<file path="config.mk">
export PLATFORM = sky130hd
export DESIGN_NAME = ascon_state_unloader_flat
export DESIGN_NICKNAME = d
export VERILOG_FILES = /design/src/rtl/ascon_state_unloader_if.sv /design/src/rtl/ascon_state_unloader.sv /design/src/flat_wrapper.sv
export SDC_FILE = /design/constraint.sdc
export NUM_CORES = 1
export LEC_CHECK = 0
export ABC_CLOCK_PERIOD_IN_PS = 2300
export BUFFER_PORTS_ARGS = -buffer_cell sky130_fd_sc_hd__buf_4
export CAP_MARGIN = 0
export CORE_MARGIN = 2
export CORE_UTILIZATION = 52
export CTS_CLUSTER_SIZE = 28
export DETAILED_ROUTE_END_ITERATION = 8
export GPL_ROUTABILITY_DRIVEN = 1
export PLACE_DENSITY = 0.79
export SLEW_MARGIN = 25
export SYNTH_ARGS = -nofsm -noshare
export SYNTH_HDL_FRONTEND = slang
export SYNTH_SLANG_ARGS = --single-unit
</file>
<file path="constraint.sdc">
create_clock -name clk -period 2.3 [get_ports clk]
set_input_delay 0.345 -clock clk [delete_from_list [all_inputs] [get_ports clk]]
set_output_delay 0.345 -clock clk [all_outputs]
set_load 0.01 [all_outputs]
</file>
<file path="src/rtl/ascon_state_unloader_if.sv">
// Slice stream in, reconstructed state and valid/ready handshake out.
// The slave modport is the unloader's view of the bundle.
interface ascon_state_unloader_if #(
  parameter int unsigned WORD_W  = 64,
  parameter int unsigned SLICE_W = 1
);
  logic                   cap_start;
  logic                   slice_en;
  logic [5*SLICE_W-1:0]   slice_in;
  logic [WORD_W-1:0]      x0;
  logic [WORD_W-1:0]      x1;
  logic [WORD_W-1:0]      x2;
  logic [WORD_W-1:0]      x3;
  logic [WORD_W-1:0]      x4;
  logic                   state_valid;
  logic                   state_ready;

  modport master (
    output cap_start, slice_en, slice_in, state_ready,
    input  x0, x1, x2, x3, x4, state_valid
  );

  modport slave (
    input  cap_start, slice_en, slice_in, state_ready,
    output x0, x1, x2, x3, x4, state_valid
  );
endinterface

</file>
<file path="src/rtl/ascon_state_unloader.sv">
// Rebuilds the five Ascon state words from the bit-sliced permutation output
// stream (MSB-first per word) and presents them over a valid/ready handshake.
module ascon_state_unloader #(
  parameter int unsigned WORD_W  = 64,
  parameter int unsigned SLICE_W = 1
) (
  input  logic                   clk,
  input  logic                   rst,
  ascon_state_unloader_if.slave  bus,
  input  logic                   clr_err,
  output logic                   busy,
  output logic                   overrun
);

  localparam int unsigned BEATS = WORD_W / SLICE_W;
  localparam int unsigned CNT_W = (BEATS > 1) ? $clog2(BEATS) : 1;
  localparam logic [CNT_W-1:0] LAST_CNT  = CNT_W'(BEATS - 1);
  localparam logic [CNT_W-1:0] START_CNT = (BEATS > 1) ? CNT_W'(1) : '0;

  typedef enum logic [1:0] {IDLE, CAPTURE, HOLD} state_t;

  // A single-beat capture completes on its start beat.
  localparam state_t START_ST = (BEATS > 1) ? CAPTURE : HOLD;

  state_t            r_state;
  state_t            w_state_nxt;
  logic [CNT_W-1:0]  r_cnt;
  logic [CNT_W-1:0]  w_cnt_nxt;
  logic [WORD_W-1:0] r_x [5];
  logic [WORD_W-1:0] w_x_shift [5];
  logic              r_ovr;
  logic              w_shift;
  logic              w_set_ovr;
  logic              w_start;
  logic              w_valid;
  logic              w_busy;

  assign w_start = bus.cap_start & bus.slice_en;

  // Next value of each word when a beat is accepted.
  generate
    if (BEATS == 1) begin : g_full
      always_comb begin
        for (int unsigned k = 0; k < 5; k++)
          w_x_shift[k] = bus.slice_in[(4-k)*SLICE_W +: SLICE_W];
      end
    end else begin : g_shift
      always_comb begin
        for (int unsigned k = 0; k < 5; k++)
          w_x_shift[k] = {r_x[k][WORD_W-SLICE_W-1:0],
                          bus.slice_in[(4-k)*SLICE_W +: SLICE_W]};
      end
    end
  endgenerate

  // State and beat counter register.
  always_ff @(posedge clk or negedge rst) begin
    if (!rst) begin
      r_state <= IDLE;
      r_cnt   <= '0;
    end else begin
      r_state <= w_state_nxt;
      r_cnt   <= w_cnt_nxt;
    end
  end

  // Next-state logic plus shift/overrun strobes for the datapath.
  always_comb begin
    w_state_nxt = r_state;
    w_cnt_nxt   = r_cnt;
    w_shift     = 1'b0;
    w_set_ovr   = 1'b0;
    case (r_state)
      IDLE: begin
        if (w_start) begin
          w_shift     = 1'b1;
          w_state_nxt = START_ST;
          w_cnt_nxt   = START_CNT;
        end
      end
      CAPTURE: begin
        if (bus.slice_en) begin
          w_shift   = 1'b1;
          w_set_ovr = bus.cap_start;
          if (r_cnt == LAST_CNT) begin
            w_cnt_nxt   = '0;
            w_state_nxt = HOLD;
          end else begin
            w_cnt_nxt = r_cnt + 1'b1;
          end
        end
      end
      HOLD: begin
        if (bus.state_ready) begin
          // Handshake completes; a start beat in the same cycle is kept.
          w_state_nxt = IDLE;
          if (w_start) begin
            w_shift     = 1'b1;
            w_state_nxt = START_ST;
            w_cnt_nxt   = START_CNT;
          end
        end else if (w_start) begin
          w_set_ovr = 1'b1;
        end
      end
      default: begin
        w_state_nxt = IDLE;
        w_cnt_nxt   = '0;
      end
    endcase
  end

  // Status outputs decoded from the current state.
  always_comb begin
    w_valid = (r_state == HOLD);
    w_busy  = (r_state == CAPTURE);
  end

  // Word shift registers; frozen outside accepted beats.
  always_ff @(posedge clk or negedge rst) begin
    if (!rst) begin
      for (int unsigned k = 0; k < 5; k++) r_x[k] <= '0;
    end else if (w_shift) begin
      for (int unsigned k = 0; k < 5; k++) r_x[k] <= w_x_shift[k];
    end
  end

  // Sticky overrun flag; a new overrun beats a simultaneous clear.
  always_ff @(posedge clk or negedge rst) begin
    if (!rst)           r_ovr <= 1'b0;
    else if (w_set_ovr) r_ovr <= 1'b1;
    else if (clr_err)   r_ovr <= 1'b0;
  end

  assign bus.x0          = r_x[0];
  assign bus.x1          = r_x[1];
  assign bus.x2          = r_x[2];
  assign bus.x3          = r_x[3];
  assign bus.x4          = r_x[4];
  assign bus.state_valid = w_valid;
  assign busy            = w_busy;
  assign overrun         = r_ovr;

endmodule
</file>
<file path="src/flat_wrapper.sv">
// flat-port wrapper written by rule: the top's interface ports become plain ports
module ascon_state_unloader_flat 
#(
  parameter int unsigned WORD_W  = 64,
  parameter int unsigned SLICE_W = 1
)
  (clk, rst, clr_err, busy, overrun, bus_cap_start, bus_slice_en, bus_slice_in, bus_state_ready, bus_x0, bus_x1, bus_x2, bus_x3, bus_x4, bus_state_valid);
  ascon_state_unloader_if #(.WORD_W(WORD_W), .SLICE_W(SLICE_W)) bus_i ();
  input  logic clk;
  input  logic rst;
  input  logic clr_err;
  output logic busy;
  output logic overrun;
  input wire logic [$bits(bus_i.cap_start)-1:0] bus_cap_start;
  input wire logic [$bits(bus_i.slice_en)-1:0] bus_slice_en;
  input wire logic [$bits(bus_i.slice_in)-1:0] bus_slice_in;
  input wire logic [$bits(bus_i.state_ready)-1:0] bus_state_ready;
  output wire logic [$bits(bus_i.x0)-1:0] bus_x0;
  output wire logic [$bits(bus_i.x1)-1:0] bus_x1;
  output wire logic [$bits(bus_i.x2)-1:0] bus_x2;
  output wire logic [$bits(bus_i.x3)-1:0] bus_x3;
  output wire logic [$bits(bus_i.x4)-1:0] bus_x4;
  output wire logic [$bits(bus_i.state_valid)-1:0] bus_state_valid;
  assign bus_i.cap_start = bus_cap_start;
  assign bus_i.slice_en = bus_slice_en;
  assign bus_i.slice_in = bus_slice_in;
  assign bus_i.state_ready = bus_state_ready;
  assign bus_x0 = bus_i.x0;
  assign bus_x1 = bus_i.x1;
  assign bus_x2 = bus_i.x2;
  assign bus_x3 = bus_i.x3;
  assign bus_x4 = bus_i.x4;
  assign bus_state_valid = bus_i.state_valid;
  ascon_state_unloader #(.WORD_W(WORD_W), .SLICE_W(SLICE_W)) u_core (.clk(clk), .rst(rst), .bus(bus_i), .clr_err(clr_err), .busy(busy), .overrun(overrun));
endmodule
</file>
== Yosys cells after proc, flatten, opt, wreduce, memory -nomap -nowiden ==
Cells that the tools add are included.

* Output and inout port bits: 323
* Input bits: 11
* Logic and storage cells: 41
* Register bits: 329

* Muxes and demuxes: 20
* Equality and inequality tests: 7
* Add/subtract/negate cells: 1
* Reduce and logical (&&, ||, !) cells: 4
* Bitwise operators: 1

{| class="wikitable"
|+ Operators by type and width
! operator !! count
|-
| 6-bit two-way mux || 4
|-
| 6-bit one-hot mux with 3 select lines || 1
|-
| 1-bit two-way mux || 8
|-
| 2-bit two-way mux || 4
|-
| 6-bit by 1-bit adder with 6-bit output, second input constant || 1
|-
| 6-bit == test, second input constant || 1
|-
| 2-bit by 1-bit != test with 1-bit output, second input constant || 3
|-
| 2-bit one-hot mux with 3 select lines || 1
|-
| 4-bit AND reduction || 1
|-
| 1-bit one-hot mux with 3 select lines || 1
|-
| 2-bit by 1-bit == test with 1-bit output, second input constant || 1
|-
| 2-bit == test, second input constant || 1
|-
| 2-bit zero test || 1
|-
| 2-bit != test, second input constant || 1
|-
| 1-bit one-hot mux with 2 select lines || 1
|-
| 2-bit AND reduction || 1
|-
| 2-bit nonzero test || 1
|-
| 1-bit AND || 1
|}

== Longest topological paths before layout ==
* Word-level depth: 5
* Gate-level depth with buffers: 8
* Gate-level depth less buffers: 6

== Worst setup path before layout ==
No wires, ideal clock.

* Path type: register to register
* Start: register u_core.r_state[0]
* End: register u_core.r_x (netlist bit u_core.bus.x0[0])
* Data arrival time: 1.905 ns
* Slack: 0.270 ns
* Setup time: 0.125 ns
* Stages on the path, launching flop included: 9
* Path buffers: 2
* Period minus slack after synthesis: 2.030 ns
* Data required time: 2.175 ns
* Path through: dfrtp_1 > inv_1 > ha_1 > a21o_1 > a21oi_1 > nor3b_2 > buf_4 > buf_6 > mux2_2

* Word-level cells in the longest chain between the ends: 2
* Elaborated cells on any way between the ends: 4
* Those cells by class: eq/ne (2); mux (1); reduce/logical (1)

{| class="wikitable"
|+ Ends and longest elaborated chain
! what !! line !! text
|-
| start, declared || ascon_state_unloader.sv:25 || <nowiki>state_t r_state;</nowiki>
|-
| start signal, assigned || ascon_state_unloader.sv:62 || <nowiki>r_state <= w_state_nxt;</nowiki>
|-
| 2-bit == test || -- ||
|-
| named net bus_state_valid || flat_wrapper.sv:23 || <nowiki>output wire logic [$bits(bus_i.state_valid)-1:0] bus_state_valid;</nowiki>
|-
| 1-bit one-hot mux with 3 select lines || ascon_state_unloader.sv:73 || <nowiki>case (r_state)</nowiki>
|-
| end, declared || ascon_state_unloader.sv:29 || <nowiki>logic [WORD_W-1:0] r_x [5];</nowiki>
|}

The timed path passes the listed nets, and every way through them passes these cells.
A chain may end at the register's enable or synchronous reset.

== Final worst setup path ==
* Start: register u_core.r_state[0]
* End: register u_core.r_x (netlist bit u_core.bus.x4[61])

* Word-level cells in the longest chain between the ends: 2
* Elaborated cells on any way between the ends: 4
* Those cells by class: eq/ne (2); mux (1); reduce/logical (1)

{| class="wikitable"
|+ Ends and longest elaborated chain
! what !! line
|-
| 2-bit == test, or another cell as far along || ascon_state_unloader.sv:73
|-
| 1-bit one-hot mux with 3 select lines (*) || ascon_state_unloader.sv:73
|}

Mark *: on every way between the ends. The rest lies on a longest branch, timed or not.

==> flow_metrics.env <==
export IMPL_outcome="finished, final reports clean"
export IMPL_grt_pass1_vias=7765
export IMPL_dp_slack_ps=179
export IMPL_async_flop_share_pct=100
export IMPL_max_stage_delay_ps=410
export IMPL_drc=0
export IMPL_max_freq_mhz=469
export IMPL_crit_slowest_cell="dfrtp_1"
export IMPL_cts_hold_buffers=1
export IMPL_wl_per_cell_um=18.6
export IMPL_synth_top_cell_area_share_pct=65.5
export IMPL_postCtsSetupBuffers=0
export IMPL_synth_edf_count=0
export IMPL_syn_to_final_growth_pct=33.4
export IMPL_power_density_nw_per_um2=1040
export IMPL_rsz0062_at_grt="false"
export IMPL_cts_root_buf="clkbuf_16"
export IMPL_tns_ps=0
export IMPL_synth_top_family_by_area="multiplexers"
export IMPL_port_buffers=333
export IMPL_fin_area_um2=16800
export IMPL_crit_path_start_kind="flip-flop"
export IMPL_num_vias=7486
export IMPL_postRouteAntennaNets=0
export IMPL_nets=1116
export IMPL_drt_pass1_iter_count=4
export IMPL_finalCritPeriodShare_pct=92.8
export IMPL_finClkSkew_ps=18.9
export IMPL_worstPathCellList="inv_1, ha_1, a21o_1, a21oi_1, nor3b_4, buf_12, buf_12, mux2_2"
export IMPL_path_common_cell="buf_12"
export IMPL_netlist_top_cells_area="dfrtp_1, mux2_2, buf_6"
export IMPL_worstPathMaxFanout=45
export IMPL_grt_max_degree=63
export IMPL_dieWidth_um=160
export IMPL_syn_area_um2=12600
export IMPL_grt_usage_pct=20.9
export IMPL_muxShareOfSynthArea_pct=28.7
export IMPL_yosys_area_top_type="dfrtp_1"
export IMPL_hpwl_um=18600
export IMPL_irDropWorstVdd_v=0.000874
export IMPL_cp_arrival_ps=2520
export IMPL_setup_viol=0
export IMPL_antenna_found_initial=0
export IMPL_dpl_cell_area_um2=15500
export IMPL_post_cts_resize_count=0
export IMPL_maxSlewHeadroom_pct=67.5
export IMPL_fin_util_pct=71.1
export IMPL_overflow=0
export IMPL_worst_ep_required_time_ps=2680
export IMPL_drv_cap=0
export IMPL_synth_most_common_cell="dfrtp_1"
export IMPL_cts_sinks=329
export IMPL_wirelength_um=26800
export IMPL_ios=334
export IMPL_hp_class="input port to flip-flop"
export IMPL_reg2reg_slack_ps=170
export IMPL_min_period_ps=2130
export IMPL_clk_pin_slew_ps=60
export IMPL_timing_hold_ws_ps=47.2
export IMPL_numCtsBuffers=34
export IMPL_synth_common_cells="dfrtp_1, mux2_2, buf_6, nor2_1, nand2_1"
export IMPL_report_final_slew_viol_count=0
export IMPL_synth_seq_cells=329
export IMPL_fp_dieH_um=160
export IMPL_n_antenna_cell=0
export IMPL_yosysWarnings=0
export IMPL_postLayoutSetupSlackWorst_ps=166
export IMPL_clock_latency_ps=500
export IMPL_cts_tree="yes"
export IMPL_die_area_um2=25400
export IMPL_worst_slew_pin_slew_ps=487
export IMPL_yosys_area_share_adder_pct=0.497
export IMPL_yosysUniqueCellTypes=28
export IMPL_via_per_inst=5.19
export IMPL_crit_type="flip-flop to flip-flop"
export IMPL_cp_end_kind="flip-flop"
export IMPL_synth_ff_type="dfrtp_1"
export IMPL_synth_compound_area_share_pct=1.00
export IMPL_syn_inst=740
export IMPL_syn_mean_instance_area_um2=17.0
export IMPL_synthSimpleGateAreaFrac_pct=1.25
export IMPL_gp_congestion=0.809
export IMPL_leakagePower_uw=0.00890
export IMPL_start_util_pct=53.3
export IMPL_htreeDepth=2
export IMPL_hold_viol=0
export IMPL_synthXorXnorAreaFrac_pct=0
export IMPL_drive_above_1_share_pct=65.8
export IMPL_grt_pass1_wl_um=43100
export IMPL_core_area_um2=23600
export IMPL_rows=56
export IMPL_drtIter0Drc=379
export IMPL_clockBufferDepth=3
export IMPL_yosysSeqAreaShare_pct=65.5
export IMPL_synth_fp_nets=756
==> flip-flops by register name (all words and copies together) (netlist names) <==
register / cells
u_core.bus.x4: 64
u_core.bus.x0: 64
u_core.bus.x3: 64
u_core.r_state: 2
u_core.overrun: 1
u_core.bus.x1: 64
u_core.bus.x2: 64
u_core.r_cnt: 6
==> per-stage QoR <==
step                cells  total power, µW
floorplan             740             9860
global placement     1382            11400
detailed placement   1382            11500
CTS                  1443            17600
global route         1443            18200
finish               1443            17500
==> final timing paths <==
check,start,to,cells past startpoint
hold / removal,clr_err,u_core.overrun$_DFFE_PN0P_,2
min in group asynchronous,rst,u_core.bus.x3[13]$_DFFE_PN0P_,2
hold reg to reg,u_core.bus.x3[63]$_DFFE_PN0P_,u_core.bus.x3[63]$_DFFE_PN0P_,1
setup / recovery,u_core.r_state[0]$_DFFE_PN0P_,u_core.bus.x4[61]$_DFFE_PN0P_,8
setup reg to reg,u_core.r_state[0]$_DFFE_PN0P_,u_core.bus.x4[61]$_DFFE_PN0P_,8
max in group asynchronous,rst,u_core.bus.x0[41]$_DFFE_PN0P_,3
==> final cells by class <==
type / instances / area (µm²)
clock buffers: 49 / 1070
inverters: 3 / 11.3
fillers: 1555 / 6830
multi-input cells: 373 / 3970
clock inverters: 11 / 208
well taps: 319 / 399
flip-flops and latches: 329 / 8230
repair buffers: 359 / 2890
==> critical path: cells and delay by family, from the launching register on <==
| kind | cells | cell delay (ps) |
|---|---|---|
| AO/OA/AOI/OAI | 2 | 200 |
| adder cells (fa/ha/maj) | 1 | 170 |
| buffers and inverters | 3 | 620 |
| flip-flops | 1 | 410 |
| multiplexers | 1 | 380 |
| AND/OR/NAND/NOR | 1 | 220 |
==> metal layers <==
layer	routed length [µm]	vias to the layer above	track usage (%)	share of wire, %
li1	-	3372	-	-
met1	11100	3820	27.1	41
met2	13200	236	34.4	49
met3	1660	58	5.03	6.2
met4	870	0	7.89	3.2
met5	0	-	0	0
==> logic make-up (layout without fill, tap and decap cells) <==
logic type                 Yosys count  after routing
DFF                                329            329
muxes                              321            321
buffers and inverters               38            422
and+or+nand+nor                     30             30
AOI/OAI and AO/OA                   17             17
adders and majority gates            5              5
==> report_power, final <==
part	total (µW)	switching (µW)	internal [µW]
sequential	6980	526	6460
clock	6110	2200	3910
combinational	4370	1980	2390
==> layout by cell type, fill, tap and decap left out, types with 3 or more instances in the layout <==
cell | netlist | final
nand2b_1 | 4 | 4
nand3_1 | 3 | 3
nor2_1 | 8 | 8
buf_12 | 0 | 15
nand2_1 | 6 | 6
dfrtp_1 | 329 | 329
bufinv_16 | 0 | 6
buf_4 | 3 | 342
o21ai_0 | 5 | 5
clkbuf_16 | 0 | 37
mux2_2 | 321 | 321
ha_1 | 5 | 5
inv_1 | 3 | 3
clkinv_2 | 0 | 4
clkbuf_8 | 0 | 10
No activity file was read; power rests on OpenSTA's default activity.
